$ cat src/rtl/bcd_serial_accumulator.sv
// BCD accumulator: digit-serial add/sub of a DIGITS-digit operand into a running total.
// Ports: clk, rst (sync high), start/sub/operand in; busy, done, total, carry, invalid, hex (active-low 7-seg) out.
// Build option: define BCD_BLANK_EN to blank leading zeros on hex (digit 0 is always shown).
module bcd_serial_accumulator #(
  parameter int DIGITS = 4
) (
  input  logic                  clk,
  input  logic                  rst,
  input  logic                  start,
  input  logic                  sub,
  input  logic [4*DIGITS-1:0]   operand,
  output logic                  busy,
  output logic                  done,
  output logic [4*DIGITS-1:0]   total,
  output logic                  carry,
  output logic                  invalid,
  output logic [7*DIGITS-1:0]   hex
);

  localparam int W  = 4 * DIGITS;
  localparam int KW = (DIGITS > 1) ? $clog2(DIGITS) : 1;
  localparam logic [KW-1:0] KLAST = KW'(DIGITS - 1);

  typedef enum logic [1:0] {
    S_IDLE,
    S_RUN,
    S_DONE,
    S_ABORT
  } state_t;

  state_t state, state_nx;

  logic [W-1:0]  op_q;
  logic [W-1:0]  wk;
  logic [W-1:0]  wk_nx;
  logic          sub_q;
  logic          c;
  logic          cn;
  logic          last;
  logic          bad;
  logic [KW-1:0] k;
  logic [3:0]    o_e;
  logic [3:0]    dig;
  logic [4:0]    s;
  logic [4:0]    s_m10;

  always_comb begin
    bad = 1'b0;
    for (int i = 0; i < DIGITS; i++) begin
      if (operand[4*i +: 4] > 4'd9) bad = 1'b1;
    end
  end

  // wk is the shadow: both operands shift right, result digits enter at the top
  always_comb begin
    o_e   = sub_q ? (4'd9 - op_q[3:0]) : op_q[3:0];
    s     = {1'b0, wk[3:0]} + {1'b0, o_e} + {4'd0, c};
    s_m10 = s - 5'd10;
    cn    = (s > 5'd9);
    dig   = cn ? s_m10[3:0] : s[3:0];
    wk_nx = (wk >> 4) | (W'(dig) << (4 * (DIGITS - 1)));
    last  = (k == KLAST);
  end

  always_ff @(posedge clk) begin
    if (rst) state <= S_IDLE;
    else     state <= state_nx;
  end

  always_comb begin
    state_nx = state;
    unique case (state)
      S_IDLE:  if (start) state_nx = bad ? S_ABORT : S_RUN;
      S_RUN:   if (last)  state_nx = S_DONE;
      S_DONE:  state_nx = S_IDLE;
      S_ABORT: state_nx = S_IDLE;
      default: state_nx = S_IDLE;
    endcase
  end

  always_comb begin
    busy = (state != S_IDLE);
    done = (state == S_DONE) || (state == S_ABORT);
  end

  // total/carry land on the edge into DONE so they are valid with done
  always_ff @(posedge clk) begin
    if (rst) begin
      op_q    <= '0;
      wk      <= '0;
      sub_q   <= 1'b0;
      c       <= 1'b0;
      k       <= '0;
      total   <= '0;
      carry   <= 1'b0;
      invalid <= 1'b0;
    end else begin
      unique case (state)
        S_IDLE: begin
          if (start) begin
            op_q    <= operand;
            sub_q   <= sub;
            c       <= sub;
            k       <= '0;
            wk      <= total;
            invalid <= bad;
          end
        end
        S_RUN: begin
          wk   <= wk_nx;
          op_q <= op_q >> 4;
          c    <= cn;
          k    <= k + 1'b1;
          if (last) begin
            total <= wk_nx;
            carry <= sub_q ? ~cn : cn;
          end
        end
        default: ;
      endcase
    end
  end

  function automatic logic [6:0] seg7(input logic [3:0] d);
    logic [6:0] r;
    case (d)
      4'd0:    r = 7'b1000000;
      4'd1:    r = 7'b1111001;
      4'd2:    r = 7'b0100100;
      4'd3:    r = 7'b0110000;
      4'd4:    r = 7'b0011001;
      4'd5:    r = 7'b0010010;
      4'd6:    r = 7'b0000010;
      4'd7:    r = 7'b1111000;
      4'd8:    r = 7'b0000000;
      4'd9:    r = 7'b0010000;
      default: r = 7'h7F;
    endcase
    return r;
  endfunction

  function automatic logic [7*DIGITS-1:0] decode(input logic [W-1:0] v);
    logic [7*DIGITS-1:0] r;
    logic [3:0]          d;
`ifdef BCD_BLANK_EN
    logic                seen;
    seen = 1'b0;
`endif
    r = '0;
    for (int i = DIGITS - 1; i >= 0; i--) begin
      d = v[4*i +: 4];
`ifdef BCD_BLANK_EN
      seen = seen | (d != 4'd0) | (i == 0);
      r[7*i +: 7] = seen ? seg7(d) : 7'h7F;
`else
      r[7*i +: 7] = seg7(d);
`endif
    end
    return r;
  endfunction

  always_ff @(posedge clk) begin
    if (rst) hex <= decode('0);
    else     hex <= decode(total);
  end

endmodule

$ cat config.mk
export PLATFORM = sky130hd
export DESIGN_NAME = bcd_serial_accumulator
export DESIGN_NICKNAME = d
export VERILOG_FILES = /design/src/rtl/bcd_serial_accumulator.sv
export SDC_FILE = /design/constraint.sdc
export NUM_CORES = 1
export LEC_CHECK = 0
export CAP_MARGIN = 40
export CORE_ASPECT_RATIO = 0.75
export CORE_UTILIZATION = 25
export DETAILED_ROUTE_END_ITERATION = 10
export SETUP_SLACK_MARGIN = 0.1
export SLEW_MARGIN = 10
export SYNTH_ARGS = -nofsm -noshare
export SYNTH_HDL_FRONTEND = slang
export SYNTH_SLANG_ARGS = --single-unit
$ cat constraint.sdc
create_clock -name clk -period 3.2 [get_ports clk]
set_input_delay 0.32 -clock clk [delete_from_list [all_inputs] [get_ports clk]]
set_output_delay 0.32 -clock clk [all_outputs]
set_load 0.05 [all_outputs]
# Word level (Yosys, flattened, before mapping)

Memories as Yosys holds them, arrays and structs flattened. A register that Yosys moved wholly into a read port is not among the register bits.
Index checks and enable logic that the tools add are counted.

$add $sub $neg: 5
Multiply operators: 0
Div/mod/pow operators: 0
Magnitude comparators: 5
Eq/ne operators: 6
Shifts and indexed selects: 0
Mux-type cells: 19
Bitwise operators: 2
Reductions and logical operators: 9

Operators with widths:

| cell                                                                            | number |
|---|---|
| 16-bit case mux with 2 select lines                                             | 2 |
| 16-bit 2-to-1 mux                                                               | 2 |
| 4-bit greater-than comparator, second input constant                            | 4 |
| 12-bit by 16-bit OR with 16-bit output                                          | 1 |
| 2-bit 2-to-1 mux                                                                | 4 |
| 4-bit 2-to-1 mux                                                                | 2 |
| 2-bit AND reduction                                                             | 4 |
| 2-bit equality test, second input constant                                      | 3 |
| 1-bit 2-to-1 mux                                                                | 6 |
| 2-bit case mux with 3 select lines                                              | 1 |
| 4-bit by 4-bit adder with 5-bit output                                          | 1 |
| 5-bit by 1-bit adder with 5-bit output                                          | 1 |
| 5-bit by 4-bit greater-than comparator with 1-bit output, second input constant | 1 |
| 2-bit inequality test, second input constant                                    | 2 |
| 2-bit case mux with 2 select lines                                              | 1 |
| 2-bit nonzero test                                                              | 2 |
| 4-bit subtractor, first input constant                                          | 1 |
| 4-bit subtractor, second input constant                                         | 1 |
| 2-bit by 1-bit adder with 2-bit output, second input constant                   | 1 |
| 2-bit by 1-bit equality test with 1-bit output, second input constant           | 1 |
| 2-bit zero test                                                                 | 1 |
| 1-bit case mux with 2 select lines                                              | 1 |
| 2-bit OR reduction                                                              | 1 |
| 1-bit logical OR                                                                | 1 |
| 1-bit NOT                                                                       | 1 |

Bits in registers: 56
Latch bits: 0
Memory bits (writable): 0
Bits in read-only memories: 448
Bits of input ports: 20
Output and inout port bits: 48
Word-level logic and storage cells: 59
Memories: 4

Memories:

| name             | words | bits a word | rd ports | clocked after memory_dff | write ports | line | source |
|---|---|---|---|---|---|---|---|
| (name not given) | 16    | 7           | 1        | 1                        | 0           | 126  | `case (d)` |
| (name not given) | 16    | 7           | 1        | 1                        | 0           | 126  |  |
| (name not given) | 16    | 7           | 1        | 1                        | 0           | 126  |  |
| (name not given) | 16    | 7           | 1        | 1                        | 0           | 126  |  |

# Depth between registers and ports, before layout

Gate-level depths: netlist (run 1).

Depth in word-level cells: 8
Gate-level depth with buffers: 12
Depth with buffers taken out: 12

# Worst setup path after synthesis (run 1)

OpenSTA, ideal clock, no wires.

Path type: register to register
From: register sub_q
To: register carry
Setup time: 62 ps
Arrival time: 2546 ps
Data required time: 3138 ps
Slack: 592 ps
Stages on the path, launching flop included: 12
Buffers on the path: 0
Clock period less this slack: 2608 ps
Path through: dfxtp_1 xnor2_1 fa_1 inv_1 fa_1 xor2_2 inv_2 ha_1 a21oi_4 a31oi_4 or4_1 nand3_1

Word-level cells in the longest chain between the ends: 6

RTL lines:

| item                                                     | line | source |
|---|---|---|
| start: declaration                                       | 36   | `logic sub_q;` |
| start signal: assignment                                 | 102  | `sub_q <= sub;` |
| 4-bit 2-to-1 mux                                         | 56   | `o_e = sub_q ? (4'd9 - op_q[3:0]) : op_q[3:0];` |
| 4-bit by 4-bit adder with 5-bit output                   | 57   | `s = {1'b0, wk[3:0]} + {1'b0, o_e} + {4'd0, c};` |
| 5-bit by 1-bit adder with 5-bit output                   | 57   |  |
| 5-bit by 4-bit greater-than comparator with 1-bit output | 59   | `cn = (s > 5'd9);` |
| 1-bit NOT                                                | 116  | `carry <= sub_q ? ~cn : cn;` |
| 1-bit 2-to-1 mux (*)                                     | 116  |  |
| end signal: assignment                                   | 116  |  |
| end: declaration                                         | 15   | `output logic carry,` |

Mark *: on every way between the ends. The rest lies on a longest branch, timed or not.
A chain may end at the register's enable or synchronous reset.

# Worst setup path in the final report (run 1)

Same ends and word-level chain as after synthesis.

==> results of run 1 <==
## layer usage
metal  track usage [%]  vias to the layer above  part of all wire, %
li1                  -                     1831                    -
met2              18.2                      105                   43
met5                 0                        -                    0
met1              17.6                     1691                   51
met4              3.51                        0                 0.15
met3              3.61                        2                  5.6
## layout make-up
| type | instances | area [µm²] |
|---|---|---|
| Clock buffer | 11 | 253 |
| Clock inverter | 5 | 42.5 |
| Fill cell | 1597 | 10300 |
| Inverter | 23 | 86.3 |
| Multi-Input combinational cell | 361 | 2120 |
| Sequential cell | 84 | 1680 |
| Tap cell | 205 | 256 |
| Timing Repair Buffer | 73 | 736 |
## power breakdown
| part | internal [mW] | switching [mW] |
|---|---|---|
| combinational | 0.187 | 0.291 |
| sequential | 1.10 | 0.0453 |
| clock | 0.579 | 0.442 |
| total | 1.87 | 0.778 |
## flip-flops by register name, summed over array words and instances, names as in the netlist
signal and flops:
c 1, carry 1, hex 28, invalid 1, k 2, op_q 16
state 2, sub_q 1, total 16, wk 16
## worst register-to-register path, delay by kind of cell, from the launching register on
kind,cells,cell delay (ns)
xor+xnor,2,0.38
fa+ha+maj,3,0.92
buf+inv,2,0.14
flops,1,0.44
compound gates,2,0.35
simple gates,2,0.60
## kinds of logic after synthesis
family                   synth area share (%)
flip-flops                               41.8
XOR/XNOR                                0.839
adder cells (fa/ha/maj)                  9.07
buffers and inverters                    5.56
AO/OA/AOI/OAI                            21.5
AND/OR/NAND/NOR                          21.0
multiplexers                            0.249
## synth_stat cells (2+ instances only)
master,instances
sky130_fd_sc_hd__nand2b_1,3
sky130_fd_sc_hd__a21o_1,4
sky130_fd_sc_hd__nor3_1,8
sky130_fd_sc_hd__a31oi_1,4
sky130_fd_sc_hd__nor4_1,2
sky130_fd_sc_hd__xnor2_1,2
sky130_fd_sc_hd__ha_1,26
sky130_fd_sc_hd__a31o_2,2
sky130_fd_sc_hd__a21o_2,2
sky130_fd_sc_hd__clkbuf_1,27
sky130_fd_sc_hd__o211ai_1,2
sky130_fd_sc_hd__o21a_1,3
sky130_fd_sc_hd__or2_2,2
sky130_fd_sc_hd__o21bai_1,3
sky130_fd_sc_hd__dfxtp_1,84
sky130_fd_sc_hd__and2_1,2
sky130_fd_sc_hd__nand3_1,10
sky130_fd_sc_hd__a311oi_1,28
sky130_fd_sc_hd__fa_1,2
sky130_fd_sc_hd__nand2_1,106
sky130_fd_sc_hd__o22ai_1,2
sky130_fd_sc_hd__inv_1,22
sky130_fd_sc_hd__nor2b_1,2
sky130_fd_sc_hd__a21oi_1,46
sky130_fd_sc_hd__buf_2,5
sky130_fd_sc_hd__nor2_1,58
sky130_fd_sc_hd__buf_1,3
sky130_fd_sc_hd__a211oi_1,6
sky130_fd_sc_hd__o21ai_0,17
sky130_fd_sc_hd__nand3b_1,3
sky130_fd_sc_hd__a211o_1,2
## through the flow
| step | utilization [%] | hold WS [ns] | instances | worst slack (ns) | area, µm² |
|---|---|---|---|---|---|
| global placement | 31.3 | 0.457 | 744 | 0.449 | 4840 |
| floorplan | - | 0.442 | 503 | 0.592 | 4030 |
| detailed placement | 31.6 | 0.461 | 746 | 0.388 | 4880 |
| finish | 33.5 | 0.233 | 762 | 0.346 | 5180 |
| global route | 33.5 | 0.229 | 762 | 0.179 | 5180 |
| CTS | 33.5 | 0.218 | 762 | 0.356 | 5180 |
## worst min path at each step
stage	from	to	slack (ns)	depth (start not counted)
6_report	rst	hex[22]$_SDFF_PP0_	0.23	2
5_1_grt	rst	hex[25]$_SDFF_PP0_	0.23	2
4_1_cts	rst	hex[25]$_SDFF_PP0_	0.22	2
3_5_place_dp	op_q[14]$_SDFFE_PP0P_	op_q[14]$_SDFFE_PP0P_	0.46	2
3_3_place_gp	op_q[15]$_SDFFE_PP0P_	op_q[15]$_SDFFE_PP0P_	0.46	2
2_1_floorplan	wk[15]$_SDFFE_PP0P_	total[11]$_SDFFE_PP0P_	0.44	2
==> out/metrics.sh, run 1 <==
SYNTH-EDFF-COUNT=0
FINAL.SETUP_SKEW_NS=0.00595
SYNTHESIS.AREA_PER_INSTANCE_UM2=8.00
CRITICAL-PATH-SLOWEST-CELL='sky130_fd_sc_hd__or4_1'
ROUTE.ANTENNA.REMAINING_NETS=0
TOP_CELL_FAMILY_BY_DELAY_ON_THE_CRITICAL_PATH='adder cells'
NETS_IN_THE_SYNTHESIZED_NETLIST=551
CRITICAL_PATH_CELL_COUNT=11
SETUP_REPAIR_AFTER_GLOBAL_ROUTING_MISSED_ITS_MARGIN='no'
OUTCOME='finished clean'
GRT_UTIL_ALL_LAYERS_PCT=12.5
GRT_MAX_DEGREE=46
FINAL-HOLD-VIOLATION-COUNT=0
WORST_R2R_STARTPOINT='sub_q$_SDFFE_PP0P_'
MIN_PERIOD_OVER_PERIOD_PCT=89.2
POSTCTSSETUPBUFFERS=0
MOST_COMMON_CELL_AFTER_LAYOUT_FILL_AND_TAPS_ASIDE='sky130_fd_sc_hd__nand2_1'
FINAL_MAX_SLEW_VIOL_COUNT=0
DRT_DRC_VIOLATIONS_LEFT=0
FLOORPLAN.ROWS=39
MAX_FREQ_MHz=350
CRITICAL_PATH.MAX_FANOUT=7
NUM-NETS-FINAL=600
DR.PASS1.ITERS=5
INITIAL_ANTENNA_VIOLATION_COUNT=0
CTS_ROOT_BUFFER='sky130_fd_sc_hd__clkbuf_16'
MAXCAPVIOLCOUNT=0
CORE-AREA_UM2=15500
MOST-COMMON-LAYOUT-CELLS='sky130_fd_sc_hd__nand2_1, sky130_fd_sc_hd__dfxtp_1, sky130_fd_sc_hd__clkdlybuf4s50_1, sky130_fd_sc_hd__nor2_1, sky130_fd_sc_hd__a21oi_1'
DIE_WIDTH_UM=149
TRITONCTS.NUM_BUFFERS=9
FIRST_GLOBAL_VIAS=3257
CRITPATHREQUIREDTIME_NS=3.48
MOST_USED_CELL_CP='sky130_fd_sc_hd__fa_1'
ROUTED-VIA-COUNT=3629
NUMBER_OF_BUFFERS_ON_THE_LONGEST_CLOCK_PATH=2
SYNTH_AREA_UM2=4030
CRITPATHARRIVALTIME_NS=3.13
AREA_GROWTH_PCT=28.6
GRT_PASS1_WL_MM=16.4
PERIOD_NEEDED_NS=2.85
DR.FIRST_ITER.DRC_COUNT=264
SYNTH-SEQ-CELLS=84
ROUTED_WL_MM=9.91
TOTALPOWERFINAL_mW=2.65
PORT-BUFFER-COUNT=67
GP_ROUTABILITY_CONGESTION=0.822
CRITPATHLAUNCH='sub_q$_SDFFE_PP0P_'
SYNTH.AREA.TOP_CELLS='sky130_fd_sc_hd__dfxtp_1, sky130_fd_sc_hd__nand2_1, sky130_fd_sc_hd__ha_1, sky130_fd_sc_hd__a311oi_1, sky130_fd_sc_hd__a21oi_1'
SYNTH.YOSYS.WARNINGS=0
TIGHTESTPINTRANSITION_NS=0.847
CP-START-KIND='register'
DIE_HEIGHT_UM=112
HOLD_CLASS='primary input to register'
CRITICAL_PATH.MAX_STAGE_DELAY_NS=0.50
VDD_DROP_MAX_mV=0.280
SYNTH_SEQUENTIAL_AREA_RATIO_PCT=41.8
TOTAL_BUFFERS_AND_INVERTERS_TRAVERSED_BY_THE_CRITICAL_PATH=2
INITIAL_STANDARD_CELL_UTILIZATION_OF_THE_CORE_PCT=26.0
SETUP-TNS-FINAL_NS=0
POSTSYNTH.TOPFLOPCELL='sky130_fd_sc_hd__dfxtp_1'
YS_ASYNC_SR_FRACTION_PCT=0
CTS.CLK_SLEW.WORST_PATHS_NS=0.06
PATH_CELLS='xnor2_1, fa_1, inv_1, fa_1, xor2_2, inv_2, ha_1, a21oi_4, a31oi_4, or4_1, nand3_1'
R2R-END='carry$_SDFFE_PP0P_'
SYNTH_TOP_CELL_AREA_SHARE_PCT=41.8
HPWL_MM=6.98
ANTENNA-DIODE-COUNT=0
CLK-INSERTION-DELAY-LATE_NS=0.34
CRIT_TYPE='register to register'
SYNTH.DISTINCT_CELLS=46
SLEW_HEADROOM_PCT=43.3
AVGVIACOUNTPERCELL=4.76
TOTAL_LEAKAGE_POWER_nW=1.91
IO_PINS=68
CTS_MAX_LEVEL=3
DIE_OUTLINE_AREA_UM2=16600
POST_CTS_HOLD_BUFFER_COUNT=0
WL_PER_CELL_UM=13.0
SYNTH.LARGEST_AREA_CELL='sky130_fd_sc_hd__dfxtp_1'
R2R_SETUP_SLK_NS=0.35
FINAL-SETUP-VIOL-COUNT=0
SYNTHESIS.INSTANCES=503
TIMING.CRITICAL_PATH.TO_TYPE='register'
CTS.SINK_COUNT=84
TIMING.CRITICAL_PATH.TO='carry$_SDFFE_PP0P_'
R2R.WORST_PATH.CELLS=11
GRT-OVFL-TOTAL=0
CTS_TREE='built'
POWER-PER-CELL-AREA_nW_PER_UM2=511
CTS_REPAIR_RESIZE_COUNT=0
POST_ROUTE_CELLS_DRIVE_ABOVE_1_SHARE_PCT=6.64
Power figures use the tool's default switching activity.
==> run 2, diff against run 1 <==
==> constraint.sdc (replaced) <==
create_clock -name clk -period 3.2 [get_ports clk]
set_input_delay 0.8 -clock clk [delete_from_list [all_inputs] [get_ports clk]]
set_output_delay 0.8 -clock clk [all_outputs]
set_load 0.05 [all_outputs]
==> run 2 against run 1 <==
  * Combinational power increased by 1%
  * Register-to-register slack better by 0.06 ns
  * Clock power increased by 12%
  * Largest cell class unchanged
  * Highest routed layer unchanged
==> out/metrics.sh, run 2 (synthesized netlist as in run 1, its figures left out) <==
GRT-OVFL-TOTAL=0  # unchanged
OUTCOME='finished clean'  # unchanged
DR.FIRST_ITER.DRC_COUNT=232  # was 264
DIE_OUTLINE_AREA_UM2=16600  # unchanged
MOST_USED_CELL_CP='sky130_fd_sc_hd__fa_1'  # unchanged
CTS_TREE='built'  # unchanged
CORE-AREA_UM2=15500  # unchanged
HOLD_WS_NS=0.469  # was 0.233 ns
CRIT_TYPE='register to register'  # unchanged
DP_SLACK_NS=0.416  # was 0.388 ns
POST_CTS_HOLD_BUFFER_COUNT=0  # unchanged
AVGVIACOUNTPERCELL=4.72  # was 4.76
POSTCTSSETUPBUFFERS=0  # unchanged
MAXCAPVIOLCOUNT=0  # unchanged
PERIOD_NEEDED_NS=2.80  # was 2.85 ns
DIE_HEIGHT_UM=112  # unchanged
POWER.SWITCHING_uW=785  # was 778 µW
DETAILROUTE.WIRELENGTH.MET3_UM=561  # was 559 µm
FINAL_MAX_SLEW_VIOL_COUNT=0  # unchanged
SLEW_HEADROOM_PCT=42.9  # was 43.3%
MET2_LENGTH_MM=4.38  # was 4.28 mm
ANTENNA-DIODE-COUNT=0  # unchanged
INITIAL_STANDARD_CELL_UTILIZATION_OF_THE_CORE_PCT=26.0  # unchanged
TOTAL_LEAKAGE_POWER_nW=1.94  # was 1.91 nW
NUM-NETS-FINAL=605  # was 600
HPWL_MM=7.25  # was 6.98 mm
R2R-END='carry$_SDFFE_PP0P_'  # unchanged
CTS_MAX_LEVEL=3  # unchanged
SETUP_REPAIR_AFTER_GLOBAL_ROUTING_MISSED_ITS_MARGIN='no'  # unchanged
NUMBER_OF_BUFFERS_ON_THE_LONGEST_CLOCK_PATH=2  # unchanged
TIMING.CRITICAL_PATH.TO_TYPE='register'  # unchanged
CTS_ROOT_BUFFER='sky130_fd_sc_hd__clkbuf_16'  # unchanged
FINAL-HOLD-VIOLATION-COUNT=0  # unchanged
HOLD_CLASS='register to register'  # was primary input to register
PATH_CELLS='xnor2_1, fa_1, inv_1, fa_1, xor2_2, inv_2, ha_1, a21oi_4, a31oi_4, or4_1, nand3_1'  # unchanged
PORT-BUFFER-COUNT=67  # unchanged
IO_PINS=68  # unchanged
CRITICAL_PATH.MAX_STAGE_DELAY_NS=0.48  # was 0.50 ns
CTS_REPAIR_RESIZE_COUNT=0  # unchanged
CTS.CLK_SLEW.WORST_PATHS_NS=0.06  # about the same
CTS.SINK_COUNT=84  # unchanged
PWR-SHARE-CLK_PCT=41.1  # was 38.6%
AREA_GROWTH_PCT=30.2  # was 28.6%
POST_ROUTE_CELLS_DRIVE_ABOVE_1_SHARE_PCT=7.30  # was 6.64%
POWER-PER-CELL-AREA_nW_PER_UM2=528  # was 511 nW/µm²
MAX_FREQ_MHz=357  # was 350 MHz
FIRST_GLOBAL_VIAS=3414  # was 3257
R2R.WORST_PATH.CELLS=11  # unchanged
DRT_DRC_VIOLATIONS_LEFT=0  # unchanged
SETUP-TNS-FINAL_NS=0  # unchanged
R2R_SETUP_SLK_NS=0.40  # was 0.35 ns
CRITICAL-PATH-SLOWEST-CELL='sky130_fd_sc_hd__or4_1'  # unchanged
TIGHTESTPINTRANSITION_NS=0.856  # was 0.847 ns
WORST_R2R_STARTPOINT='sub_q$_SDFFE_PP0P_'  # unchanged
CRITPATHLAUNCH='sub_q$_SDFFE_PP0P_'  # unchanged
CRITICAL_PATH.MAX_FANOUT=7  # unchanged
LAYOUT_SETUP_WS_NS=0.403  # was 0.346 ns
INITIAL_ANTENNA_VIOLATION_COUNT=0  # unchanged
FLOORPLAN.ROWS=39  # unchanged
DR.PASS1.ITERS=4  # was 5
WL_PER_CELL_UM=13.3  # was 13.0 µm
ROUTED_WL_MM=10.2  # was 9.91 mm
FINAL.SETUP_SKEW_NS=0.00722  # was 0.00595 ns
DRT-MET1-WL_MM=5.11  # was 5.06 mm
CP-START-KIND='register'  # unchanged
COMBPWRFRAC_PCT=17.5  # was 18.0%
GRT_MAX_DEGREE=47  # was 46
TIMING.CRITICAL_PATH.TO='carry$_SDFFE_PP0P_'  # unchanged
CRITPATHREQUIREDTIME_NS=3.49  # was 3.48 ns
SEQPWRFRAC_PCT=41.5  # was 43.4%
GRT_PASS1_WL_MM=17.2  # was 16.4 mm
DIE_WIDTH_UM=149  # unchanged
GP_ROUTABILITY_CONGESTION=0.824  # was 0.822
VDD_DROP_MAX_mV=0.279  # was 0.280 mV
CELL_INTERNAL_POWER_DISSIPATION_mW=1.98  # was 1.87 mW
MOST_COMMON_CELL_AFTER_LAYOUT_FILL_AND_TAPS_ASIDE='sky130_fd_sc_hd__nand2_1'  # unchanged
FINAL-SETUP-VIOL-COUNT=0  # unchanged
MAX_FLOP_REGISTER='hex'  # unchanged
MOST-COMMON-LAYOUT-CELLS='sky130_fd_sc_hd__nand2_1, sky130_fd_sc_hd__dfxtp_1, sky130_fd_sc_hd__clkdlybuf4s50_1, sky130_fd_sc_hd__nor2_1, sky130_fd_sc_hd__a21oi_1'  # unchanged
NETSWITCHINGFRACTION_PCT=28.3  # was 29.4%
ROUTE.ANTENNA.REMAINING_NETS=0  # unchanged
TOP_SIGNAL_LAYER_USED='met4'  # unchanged
CRITPATHARRIVALTIME_NS=3.08  # was 3.13 ns
GRT_UTIL_ALL_LAYERS_PCT=13.0  # was 12.5%
CLK-INSERTION-DELAY-LATE_NS=0.35  # was 0.34 ns
LARGEST_REG_FLOPS=28  # unchanged
ROUTED-VIA-COUNT=3617  # was 3629
TRITONCTS.NUM_BUFFERS=9  # unchanged
MIN_PERIOD_OVER_PERIOD_PCT=87.4  # was 89.2%
==> run 2: cell types whose count changed in the layout (fill, tap and decap cells not counted), sizes merged <==
cell	previous run	this run
bufinv	0	2
buf	7	12
clkinvlp	0	1
clkinv	2	0
clkbuf	11	10
==> run 2: worst min path at each step <==
stage                                      from                endpoint  slack [ns]  cells past startpoint
after global routing      op_q[15]$_SDFFE_PP0P_   op_q[15]$_SDFFE_PP0P_        0.49                      2
after global placement    op_q[15]$_SDFFE_PP0P_   op_q[15]$_SDFFE_PP0P_        0.46                      2
final                     op_q[12]$_SDFFE_PP0P_   op_q[12]$_SDFFE_PP0P_        0.47                      2
after floorplan             wk[15]$_SDFFE_PP0P_  total[11]$_SDFFE_PP0P_        0.44                      2
after detailed placement  op_q[12]$_SDFFE_PP0P_   op_q[12]$_SDFFE_PP0P_        0.46                      2
after CTS                 op_q[12]$_SDFFE_PP0P_   op_q[12]$_SDFFE_PP0P_        0.47                      2
==> run 2: final cells by class <==
type	instances	area, µm²
fill	1574	10200
multi-input combinational	361	2120
clock buffer	10	229
timing repair buffer	78	773
clock inverter	6	93.8
inverter	23	86.3
tap	205	256
sequential	84	1680
==> run 2: critical path, delay by kind of cell (launching register included) <==
family | cells | cell delay, ns
DFF | 1 | 0.43
buffers and inverters | 2 | 0.13
xor gates and xnor gates | 2 | 0.37
AOI/OAI and AO/OA | 2 | 0.35
and+or+nand+nor | 2 | 0.57
adders and majority gates | 3 | 0.89
==> run 2: power groups by stage <==
stage | clock (mW) | combinational (mW) | sequential, mW
floorplan | 0 | 0.347 | 1.16
global placement | 0 | 0.468 | 1.17
detailed placement | 0 | 0.479 | 1.17
CTS | 1.17 | 0.483 | 1.15
global route | 1.21 | 0.534 | 1.16
finish | 1.14 | 0.484 | 1.15
==> run 2: metal layers <==
| metal | vias up | global-route usage, % |
|---|---|---|
| met3 | 11 | 3.24 |
| li1 | 1830 | - |
| met5 | - | 0 |
| met4 | 0 | 4.47 |
| met1 | 1682 | 18.4 |
| met2 | 94 | 19.1 |
==> run 2: through the flow <==
step / utilization [%] / cell area, µm² / power (mW) / std cells
3_5_place_dp: 31.8 / 4920 / 1.65 / 751
2_1_floorplan: - / 4030 / 1.51 / 503
3_3_place_gp: 31.6 / 4880 / 1.64 / 749
5_1_grt: 33.9 / 5240 / 2.90 / 767
4_1_cts: 33.9 / 5240 / 2.80 / 767
6_report: 33.9 / 5240 / 2.77 / 767
==> run 3, diff against run 2 <==
--- a/config.mk
+++ b/config.mk
@@ -9,7 +9,6 @@
 export CORE_ASPECT_RATIO = 0.75
 export CORE_UTILIZATION = 25
 export DETAILED_ROUTE_END_ITERATION = 10
-export SETUP_SLACK_MARGIN = 0.1
 export SLEW_MARGIN = 10
 export SYNTH_ARGS = -nofsm -noshare
 export SYNTH_HDL_FRONTEND = slang
==> constraint.sdc (replaced) <==
create_clock -name clk -period 3.2 [get_ports clk]
set_input_delay 0.8 -clock clk [delete_from_list [all_inputs] [get_ports clk]]
set_output_delay 0.8 -clock clk [all_outputs]
set_load 0.1 [all_outputs]
==> run 3 against run 2 <==
  * Sequential share of layout area is 0.95 points higher
  * Critical path depth is 1 lower
  * Total power is 1.5% higher
  * Clock skew hardly changed
  * First-iteration DRC count is 3.4% lower
==> out/metrics.sh, run 3 (synthesized netlist as in run 1, its figures left out) <==
CORE-AREA_UM2=15500  # unchanged
DIE_HEIGHT_UM=112  # unchanged
MAXCAPVIOLCOUNT=0  # unchanged
MOST-COMMON-LAYOUT-CELLS='sky130_fd_sc_hd__nand2_1, sky130_fd_sc_hd__dfxtp_1, sky130_fd_sc_hd__nor2_1, sky130_fd_sc_hd__buf_4, sky130_fd_sc_hd__a21oi_1'  # was sky130_fd_sc_hd__nand2_1, sky130_fd_sc_hd__dfxtp_1, sky130_fd_sc_hd__clkdlybuf4s50_1, sky130_fd_sc_hd__nor2_1, sky130_fd_sc_hd__a21oi_1
PORT-BUFFER-COUNT=67  # unchanged
POSTCTSSETUPBUFFERS=0  # unchanged
FINAL-HOLD-VIOLATION-COUNT=0  # unchanged
HOLD_CLASS='register to register'  # unchanged
FINAL.SETUP_SKEW_NS=0.00727  # was 0.00722 ns
NUMBER_OF_BUFFERS_ON_THE_LONGEST_CLOCK_PATH=2  # unchanged
CP-START-KIND='register'  # unchanged
MAX_FLOP_REGISTER='hex'  # unchanged
MAX_FREQ_MHz=353  # was 357 MHz
TIGHTESTPINTRANSITION_NS=0.867  # was 0.856 ns
ROUTED_WL_MM=10.2  # about the same
CRITPATHREQUIREDTIME_NS=3.48  # was 3.49 ns
TRITONCTS.NUM_BUFFERS=9  # unchanged
SETUP_REPAIR_AFTER_GLOBAL_ROUTING_MISSED_ITS_MARGIN='no'  # unchanged
INITIAL_ANTENNA_VIOLATION_COUNT=0  # unchanged
NFILLCELLS=1608  # was 1574
DR.FIRST_ITER.DRC_COUNT=224  # was 232
DIE_OUTLINE_AREA_UM2=16600  # unchanged
POWER-PER-CELL-AREA_nW_PER_UM2=552  # was 528 nW/µm²
DRT_DRC_VIOLATIONS_LEFT=0  # unchanged
ROUTE.ANTENNA.REMAINING_NETS=0  # unchanged
ANTENNA-DIODE-COUNT=0  # unchanged
NUMBER_OF_STANDARD_CELLS_IN_THE_LAYOUT_TAPS_IN_AND_FILLERS_OUT=764  # was 767
LARGEST_REG_FLOPS=28  # unchanged
TIMING.HOLD.WORST_PATH_DEPTH=2  # unchanged
HPWL_MM=7.20  # was 7.25 mm
FIRST_GLOBAL_VIAS=3337  # was 3414
DIE_WIDTH_UM=149  # unchanged
FLOORPLAN.ROWS=39  # unchanged
FINAL_MAX_SLEW_VIOL_COUNT=0  # unchanged
SLEW_HEADROOM_PCT=42.0  # was 42.9%
INITIAL_STANDARD_CELL_UTILIZATION_OF_THE_CORE_PCT=26.0  # unchanged
TIMING.CRITICAL_PATH.TO_TYPE='register'  # unchanged
DR.PASS1.ITERS=6  # was 4
VDD_DROP_MAX_mV=0.253  # was 0.279 mV
CTS.CLK_SLEW.WORST_PATHS_NS=0.07  # was 0.06 ns
CRIT_TYPE='register to register'  # unchanged
NUM-NETS-FINAL=602  # was 605
AVGVIACOUNTPERCELL=4.72  # about the same
FINAL-SETUP-VIOL-COUNT=0  # unchanged
R2R.WORST_PATH.CELLS=10  # was 11
GRT_PASS1_WL_MM=16.8  # was 17.2 mm
GRT_UTIL_ALL_LAYERS_PCT=12.7  # was 13.0%
IO_PINS=68  # unchanged
GRT-OVFL-TOTAL=0  # unchanged
LAYOUT.CELL_AREA.NON_FILLER_UM2=5090  # was 5240 µm²
CTS_REPAIR_RESIZE_COUNT=0  # unchanged
POST_CTS_HOLD_BUFFER_COUNT=0  # unchanged
CTS_TREE='built'  # unchanged
TOTAL_LEAKAGE_POWER_nW=2.01  # was 1.94 nW
POST_ROUTE_CELLS_DRIVE_ABOVE_1_SHARE_PCT=15.6  # was 7.30%
CTS_MAX_LEVEL=3  # unchanged
SETUP-TNS-FINAL_NS=0  # unchanged
MOST_COMMON_CELL_AFTER_LAYOUT_FILL_AND_TAPS_ASIDE='sky130_fd_sc_hd__nand2_1'  # unchanged
WL_PER_CELL_UM=13.3  # about the same
POST_DP_CELL_AREA_UM2=4770  # was 4920 µm²
OUTCOME='finished clean'  # unchanged
AREA_GROWTH_PCT=26.5  # was 30.2%
GP_ROUTABILITY_CONGESTION=0.793  # was 0.824
CRITPATHARRIVALTIME_NS=3.11  # was 3.08 ns
GRT_MAX_DEGREE=40  # was 47
CTS_ROOT_BUFFER='sky130_fd_sc_hd__clkbuf_16'  # unchanged
PLACED_CELLS=748  # was 751
CRITICAL_PATH.MAX_FANOUT=7  # unchanged
ROUTED-VIA-COUNT=3606  # was 3617
MIN_PERIOD_OVER_PERIOD_PCT=88.4  # was 87.4%
CLK-INSERTION-DELAY-LATE_NS=0.35  # about the same
PERIOD_NEEDED_NS=2.83  # was 2.80 ns
CTS.SINK_COUNT=84  # unchanged
run 3: final timing paths:
check	start	endpoint	slack, ns
worst max-delay path	sub_q$_SDFFE_PP0P_	carry$_SDFFE_PP0P_	0.37
worst min-delay path	op_q[12]$_SDFFE_PP0P_	op_q[12]$_SDFFE_PP0P_	0.47
worst max register to register	sub_q$_SDFFE_PP0P_	carry$_SDFFE_PP0P_	0.37
worst min register to register	op_q[12]$_SDFFE_PP0P_	op_q[12]$_SDFFE_PP0P_	0.47
run 3: final cells by class:
type                    instances  area (µm²)  share of cell area, %
flip-flops and latches         84        1680                   33.0
well taps                     205         256                   5.04
multi-input cells             361        2120                   41.7
clock buffers                   9         225                   4.42
repair buffers                 75         618                   12.1
clock inverters                 7         103                   2.01
inverters                      23        86.3                   1.69
run 3: power by group:
part / internal (mW) / switching [mW]
logic: 0.186 / 0.314
clock network: 0.697 / 0.469
registers: 1.10 / 0.0445
run 3: critical path, stage by stage (launching register included):
cell and delay, ns:
sky130_fd_sc_hd__dfxtp_1 0.43, sky130_fd_sc_hd__xnor2_1 0.16, sky130_fd_sc_hd__fa_1 0.23, sky130_fd_sc_hd__inv_1 0.06, sky130_fd_sc_hd__fa_1 0.61, sky130_fd_sc_hd__inv_1 0.12, sky130_fd_sc_hd__ha_1 0.25, sky130_fd_sc_hd__a21oi_4 0.19
sky130_fd_sc_hd__a31oi_4 0.15, sky130_fd_sc_hd__or4_1 0.49, sky130_fd_sc_hd__nand3_1 0.09
run 3: metal layers:
layer / vias to the layer above / share of wire [%] / GRT usage (%)
met2: 94 / 44 / 19.5
met5: - / 0 / 0
met1: 1690 / 50 / 17.5
met3: 5 / 5.7 / 3.32
met4: 0 / 0.56 / 3.71
li1: 1817 / - / -
run 3: metrics by stage:
stage          setup WS, ns  utilization (%)  total power [mW]  hold WS (ns)
6_report              0.370             32.9              2.81         0.470
5_1_grt               0.222             32.9              2.94         0.498
3_5_place_dp          0.407             30.8              1.67         0.462
4_1_cts               0.383             32.9              2.84         0.472
2_1_floorplan         0.591                -              1.53         0.442
3_3_place_gp          0.441             30.7              1.66         0.454
